File: config.mk
export PLATFORM = sky130hd
export DESIGN_NAME = decode_stage
export DESIGN_NICKNAME = d
export VERILOG_FILES = /design/src/rtl/decode_stage_pkg.sv /design/src/rtl/decode_stage_main_decoder.sv /design/src/rtl/decode_stage.sv
export SDC_FILE = /design/constraint.sdc
export NUM_CORES = 1
export LEC_CHECK = 0
export ABC_AREA = 1
export BUFFER_PORTS_ARGS = -buffer_cell sky130_fd_sc_hd__buf_2
export CAP_MARGIN = 5
export CORE_UTILIZATION = 45
export DETAILED_ROUTE_END_ITERATION = 8
export GPL_TIMING_DRIVEN = 0
export HOLD_SLACK_MARGIN = 0.12
export PLACE_DENSITY_LB_ADDON = 0.05
export SLEW_MARGIN = 15
export SYNTH_ARGS = -nofsm -noshare
export SYNTH_HDL_FRONTEND = slang
export SYNTH_SLANG_ARGS = --single-unit
export TNS_END_PERCENT = 20
File: constraint.sdc
create_clock -name clk -period 4.7 [get_ports clk]
set_input_delay 0.705 -clock clk [delete_from_list [all_inputs] [get_ports clk]]
set_output_delay 0.705 -clock clk [all_outputs]
set_load 0.005 [all_outputs]
File: src/rtl/decode_stage_pkg.sv
// Shared decode constants, ALU encodings and the control bundle.
// Used by the ID stage and its main decoder.
package decode_stage_pkg;

  localparam logic [5:0] OP_RTYPE = 6'b000000;
  localparam logic [5:0] OP_J     = 6'b000010;
  localparam logic [5:0] OP_BEQ   = 6'b000100;
  localparam logic [5:0] OP_ADDIU = 6'b001001;
  localparam logic [5:0] OP_ORI   = 6'b001101;
  localparam logic [5:0] OP_LUI   = 6'b001111;
  localparam logic [5:0] OP_LW    = 6'b100011;
  localparam logic [5:0] OP_SW    = 6'b101011;

  localparam logic [5:0] FN_SLL  = 6'b000000;
  localparam logic [5:0] FN_ADDU = 6'b100001;
  localparam logic [5:0] FN_SUBU = 6'b100011;
  localparam logic [5:0] FN_AND  = 6'b100100;
  localparam logic [5:0] FN_OR   = 6'b100101;
  localparam logic [5:0] FN_SLT  = 6'b101010;

  localparam logic [31:0] NOP_INST = 32'h0000_0000;

  typedef enum logic [2:0] {
    ALU_ADD = 3'b000,
    ALU_SUB = 3'b001,
    ALU_AND = 3'b010,
    ALU_OR  = 3'b011,
    ALU_SLT = 3'b100,
    ALU_LUI = 3'b101
  } alu_ctr_e;

  typedef struct packed {
    logic     reg_dst;
    logic     alu_src;
    logic     mem_to_reg;
    logic     reg_write;
    logic     mem_read;
    logic     mem_write;
    logic     branch;
    logic     jump;
    logic     ext_op;
    alu_ctr_e alu_ctr;
  } ctrl_t;

  function automatic logic uses_rt(input logic [5:0] op);
    return (op == OP_RTYPE) || (op == OP_BEQ) || (op == OP_SW);
  endfunction

endpackage

File: src/rtl/decode_stage_main_decoder.sv
// Combinational main/ALU decoder.
// Maps (op, funct) to the control bundle and an illegal flag.
module main_decoder
  import decode_stage_pkg::*;
(
  input  logic [5:0] op,
  input  logic [5:0] funct,
  output ctrl_t      ctrl,
  output logic       illegal
);

  logic r;
  assign r = (op == OP_RTYPE);

  // one-hot opcode/funct match into control bits
  always_comb begin
    ctrl    = '0;
    illegal = 1'b0;
    unique case (1'b1)
      r && (funct == FN_ADDU): begin
        ctrl.reg_dst   = 1'b1;
        ctrl.reg_write = 1'b1;
        ctrl.alu_ctr   = ALU_ADD;
      end
      r && (funct == FN_SUBU): begin
        ctrl.reg_dst   = 1'b1;
        ctrl.reg_write = 1'b1;
        ctrl.alu_ctr   = ALU_SUB;
      end
      r && (funct == FN_AND): begin
        ctrl.reg_dst   = 1'b1;
        ctrl.reg_write = 1'b1;
        ctrl.alu_ctr   = ALU_AND;
      end
      r && (funct == FN_OR): begin
        ctrl.reg_dst   = 1'b1;
        ctrl.reg_write = 1'b1;
        ctrl.alu_ctr   = ALU_OR;
      end
      r && (funct == FN_SLT): begin
        ctrl.reg_dst   = 1'b1;
        ctrl.reg_write = 1'b1;
        ctrl.alu_ctr   = ALU_SLT;
      end
      r && (funct == FN_SLL): begin
        ctrl = '0;
      end
      op == OP_ADDIU: begin
        ctrl.alu_src   = 1'b1;
        ctrl.reg_write = 1'b1;
        ctrl.ext_op    = 1'b1;
        ctrl.alu_ctr   = ALU_ADD;
      end
      op == OP_ORI: begin
        ctrl.alu_src   = 1'b1;
        ctrl.reg_write = 1'b1;
        ctrl.alu_ctr   = ALU_OR;
      end
      op == OP_LUI: begin
        ctrl.alu_src   = 1'b1;
        ctrl.reg_write = 1'b1;
        ctrl.alu_ctr   = ALU_LUI;
      end
      op == OP_LW: begin
        ctrl.alu_src    = 1'b1;
        ctrl.reg_write  = 1'b1;
        ctrl.mem_read   = 1'b1;
        ctrl.mem_to_reg = 1'b1;
        ctrl.ext_op     = 1'b1;
        ctrl.alu_ctr    = ALU_ADD;
      end
      op == OP_SW: begin
        ctrl.alu_src   = 1'b1;
        ctrl.mem_write = 1'b1;
        ctrl.ext_op    = 1'b1;
        ctrl.alu_ctr   = ALU_ADD;
      end
      op == OP_BEQ: begin
        ctrl.branch  = 1'b1;
        ctrl.ext_op  = 1'b1;
        ctrl.alu_ctr = ALU_SUB;
      end
      op == OP_J: begin
        ctrl.jump = 1'b1;
      end
      default: begin
        illegal = 1'b1;
      end
    endcase
  end

endmodule

File: src/rtl/decode_stage.sv
// IF/ID register, load-use hazard detection and bubble gating.
// Fields and controls are combinational from the latched word.
module decode_stage #(
  parameter logic [31:0] NOP_INST = decode_stage_pkg::NOP_INST,
  parameter logic [31:0] RESET_PC = 32'h0000_0000
) (
  input  logic        clk,
  input  logic        reset,
  input  logic [31:0] if_inst,
  input  logic [31:0] if_pc,
  input  logic        flush,
  input  logic        ex_mem_read,
  input  logic [4:0]  ex_rt,
  output logic        hazard_stall,
  output logic        id_valid,
  output logic [31:0] id_pc,
  output logic [31:0] id_inst,
  output logic [4:0]  rs,
  output logic [4:0]  rt,
  output logic [4:0]  rd,
  output logic [4:0]  shamt,
  output logic [15:0] imm16,
  output logic [25:0] target,
  output logic        branch,
  output logic        jump,
  output logic        ExtOp,
  output logic        RegDst,
  output logic        ALUSrc,
  output logic        MemtoReg,
  output logic        RegWrite,
  output logic        MemRead,
  output logic        MemWrite,
  output logic [2:0]  ALUctr,
  output logic        illegal
);
  import decode_stage_pkg::*;

  logic [5:0] op;
  logic [5:0] funct;
  ctrl_t      dec_ctrl;
  ctrl_t      ctrl;
  logic       dec_illegal;
  logic       kill;

  assign op     = id_inst[31:26];
  assign funct  = id_inst[5:0];
  assign rs     = id_inst[25:21];
  assign rt     = id_inst[20:16];
  assign rd     = id_inst[15:11];
  assign shamt  = id_inst[10:6];
  assign imm16  = id_inst[15:0];
  assign target = id_inst[25:0];

  // IF/ID register: flush beats stall, stall holds
  always_ff @(posedge clk or negedge reset) begin
    if (!reset) begin
      id_inst  <= NOP_INST;
      id_pc    <= RESET_PC;
      id_valid <= 1'b0;
    end else if (flush) begin
      id_inst  <= NOP_INST;
      id_pc    <= RESET_PC;
      id_valid <= 1'b0;
    end else if (!hazard_stall) begin
      id_inst  <= if_inst;
      id_pc    <= if_pc;
      id_valid <= 1'b1;
    end
  end

  assign hazard_stall = id_valid && ex_mem_read && (ex_rt != 5'd0) &&
                        ((ex_rt == rs) || ((ex_rt == rt) && uses_rt(op)));

  main_decoder u_dec (
    .op      (op),
    .funct   (funct),
    .ctrl    (dec_ctrl),
    .illegal (dec_illegal)
  );

  assign kill    = hazard_stall || !id_valid;
  assign ctrl    = kill ? '0 : dec_ctrl;
  assign illegal = !kill && dec_illegal;

  assign RegDst   = ctrl.reg_dst;
  assign ALUSrc   = ctrl.alu_src;
  assign MemtoReg = ctrl.mem_to_reg;
  assign RegWrite = ctrl.reg_write;
  assign MemRead  = ctrl.mem_read;
  assign MemWrite = ctrl.mem_write;
  assign branch   = ctrl.branch;
  assign jump     = ctrl.jump;
  assign ExtOp    = ctrl.ext_op;
  assign ALUctr   = ctrl.alu_ctr;

endmodule
==> impl_metrics.ini <==
[yosys]
yosysWarningCount = 0
ys_ff_latch = 65
netlist_instances = 548
netlist_area_um2 = 4210
synth-main-ff-cell = dfrtp_1
synth_nets = 621
synth_top_area_cell = dfrtp_1
netlist.area_leader.share = 0.387
ys_seq_area_frac = 0.387
synth_edf_count = 0
ys_top_cells_by_area = dfrtp_1, buf_4, nand2_1
avgSynthCellArea_um2 = 7.67
ys_types = 25
async_reset_ff_frac = 1.00
synth_common_cells = nand2_1, nor2_1, nand4_1
synth_most_common_cell = nand2_1

[place]
io_buffers = 212
gp_congestion = 0.809
post-dp-hpwl_um = 8640

[power_and_ir_drop]
power_density_nw_per_um2 = 259
p_comb_frac = 0.194
power_frac_seq = 0.426
p_leak_nw = 3.49
sw_frac_of_total = 0.267
p_sw_w = 0.000392
peakVddDrop_uv = 161
clkPwrFrac = 0.381
internal-power_w = 0.00107

[outcome]
outcome = finished clean

[setup_path]
path_max_fanout = 10
crit_type = reg2out
cp-end-kind = output port
reg2reg_slack_ps = 2910
r2r-end = id_pc[17]
cp.arrival_ps = 2220
reg2reg_from = id_inst[29]
worstPathRequired_ps = 3990
critPathLaunchType = flop
r2r_cells = 10

[min_path]
hp-class = in2async

[sta]
drv_slew = 0
setup_tns_ps = 0
setup_viol = 0
rsz0062_at_grt = no
fmax_mhz = 342
finalHoldViolations = 0
period_minus_slack_ps = 2930
slew_headroom = 0.669
clock_skew_ps = 11.1
timing.final.crit_share = 0.623
tightest_slew_ps = 497

[global_route]
grt_overflow_total = 0
grt_max_degree = 37
antenna_found_initial = 0
grt_first_pass_wirelength_um = 18500
grt_use_total = 0.235
grt_pass1_vias = 3997

[clock_network]
cts-hold-fix-buffers = 0
ctsLongestPathBuffers = 2
cts_tree = yes
clockRootBuffer = clkbuf_8
clock-sinks = 65
postCtsSetupBuffers = 0
path_clk_slew_ps = 70
htreeDepth = 3
cts_buffers = 9
cts_resized = 0
clock_latency_ps = 330

[detailed_routing]
drtPass1Iterations = 4
first_iter_violations = 138
vias = 4242
wl_per_cell_um = 12.6
drc = 0
drtAntennaViolNets = 0
viasPerCell = 4.79
drt-total-wl_um = 11200

[cells_and_area]
drive_above_1_share = 0.441
nFillCells = 847
area_growth_pct = 34.7
nets = 845
seq_area_um2 = 1630
fin_util = 0.637
multi_input_area_um2 = 1660
antennaDiodeCount = 0

[job]
cap_violations = 0

[die]
die_h_um = 98.7
die-area_um2 = 9740
start_util = 0.473
pin_count = 214
die_w_um = 98.7
core_area_um2 = 8890
rows = 34
==> power by group through the flow <==
| stage | Combinational [W] | Clock (W) | Sequential, W |
|---|---|---|---|
| 2_1_floorplan | 0.000152 | 0 | 0.000631 |
| 3_3_place_gp | 0.000281 | 0 | 0.000632 |
| 3_5_place_dp | 0.000287 | 0 | 0.000634 |
| 4_1_cts | 0.000288 | 0.000568 | 0.000624 |
| 5_1_grt | 0.000318 | 0.000591 | 0.000629 |
| 6_report | 0.000284 | 0.000558 | 0.000624 |
==> area by class of cell <==
type                       instances  area share
clock inverter                     4      0.0130
clock buffer                      12      0.0292
sequential                        65       0.287
buffer                            99       0.126
tap                              108      0.0239
inverter                          54      0.0358
timing repair buffer             213       0.191
multi-input combinational        330       0.293
==> metrics by stage <==
step                      worst slack [ps]  total power [W]  cells  hold WS (ps)  instance area, µm²
after floorplan                       2350         0.000783    548           409                4210
after global placement                1930         0.000913    868           499                5400
after detailed placement              1910         0.000922    869           510                5420
after CTS                             1760          0.00148    885           296                5660
after global routing                  1530          0.00154    885           313                5660
final                                 1770          0.00147    885           297                5660
==> state kept, by name, indices dropped and copies added (netlist names) <==
name and flops:
id_inst 32, id_pc 32, id_valid 1
==> kinds of logic after synthesis <==
| logic type | count (synthesis) | synth area share |
|---|---|---|
| simple gates | 315 | 0.368 |
| buf+inv | 153 | 0.218 |
| flops | 65 | 0.387 |
| xor+xnor | 8 | 0.0167 |
| compound gates | 7 | 0.0101 |
==> how the worst max path moves through the flow <==
| stage | start | end | slack, ps | cells past startpoint |
|---|---|---|---|---|
| after floorplan | ex_rt[3] | MemtoReg | 2350 | 9 |
| after global placement | ex_rt[3] | MemtoReg | 1930 | 11 |
| after detailed placement | ex_rt[3] | MemtoReg | 1910 | 11 |
| after CTS | id_inst[29] | MemtoReg | 1760 | 11 |
| after global routing | id_inst[29] | MemtoReg | 1530 | 11 |
| final | id_inst[29] | MemtoReg | 1770 | 11 |
==> layer usage <==
layer,vias up,global-route usage,share of wire
met3,8,0.0504,0.053
met1,1951,0.292,0.43
li1,2151,-,-
met4,0,0.0746,0.010
met2,132,0.410,0.50
met5,-,0,0
==> layout by cell type (no fill, tap or decap) <==
cell,n
nor2_2,4
buf_1,3
nand2_1,117
bufinv_16,2
clkbuf_8,12
inv_1,53
or2_2,1
nor2_4,1
inv_2,1
nand4_1,69
o21ai_0,4
clkbuf_1,13
nor3_1,1
a31oi_1,1
clkinv_4,1
nor2_1,76
xnor2_1,4
clkinv_2,1
xor2_1,4
nand3_1,21
buf_6,13
a21o_1,1
nand2_2,2
buf_2,218
o41ai_1,1
buf_4,64
dfrtp_1,65
buf_12,1
nand3b_1,1
nand3_2,22
==> critical path: stages, from the launching register on <==
cell and delay, ps:
dfrtp_1 460, nor2_2 230, nand3_2 180, nand3_1 140, nand2_1 70, nand2_2 90, nand2_2 80, nand2_1 130
buf_2 210, nor2_1 70, buf_4 120, buf_2 110
Power figures use the tool's default switching activity.
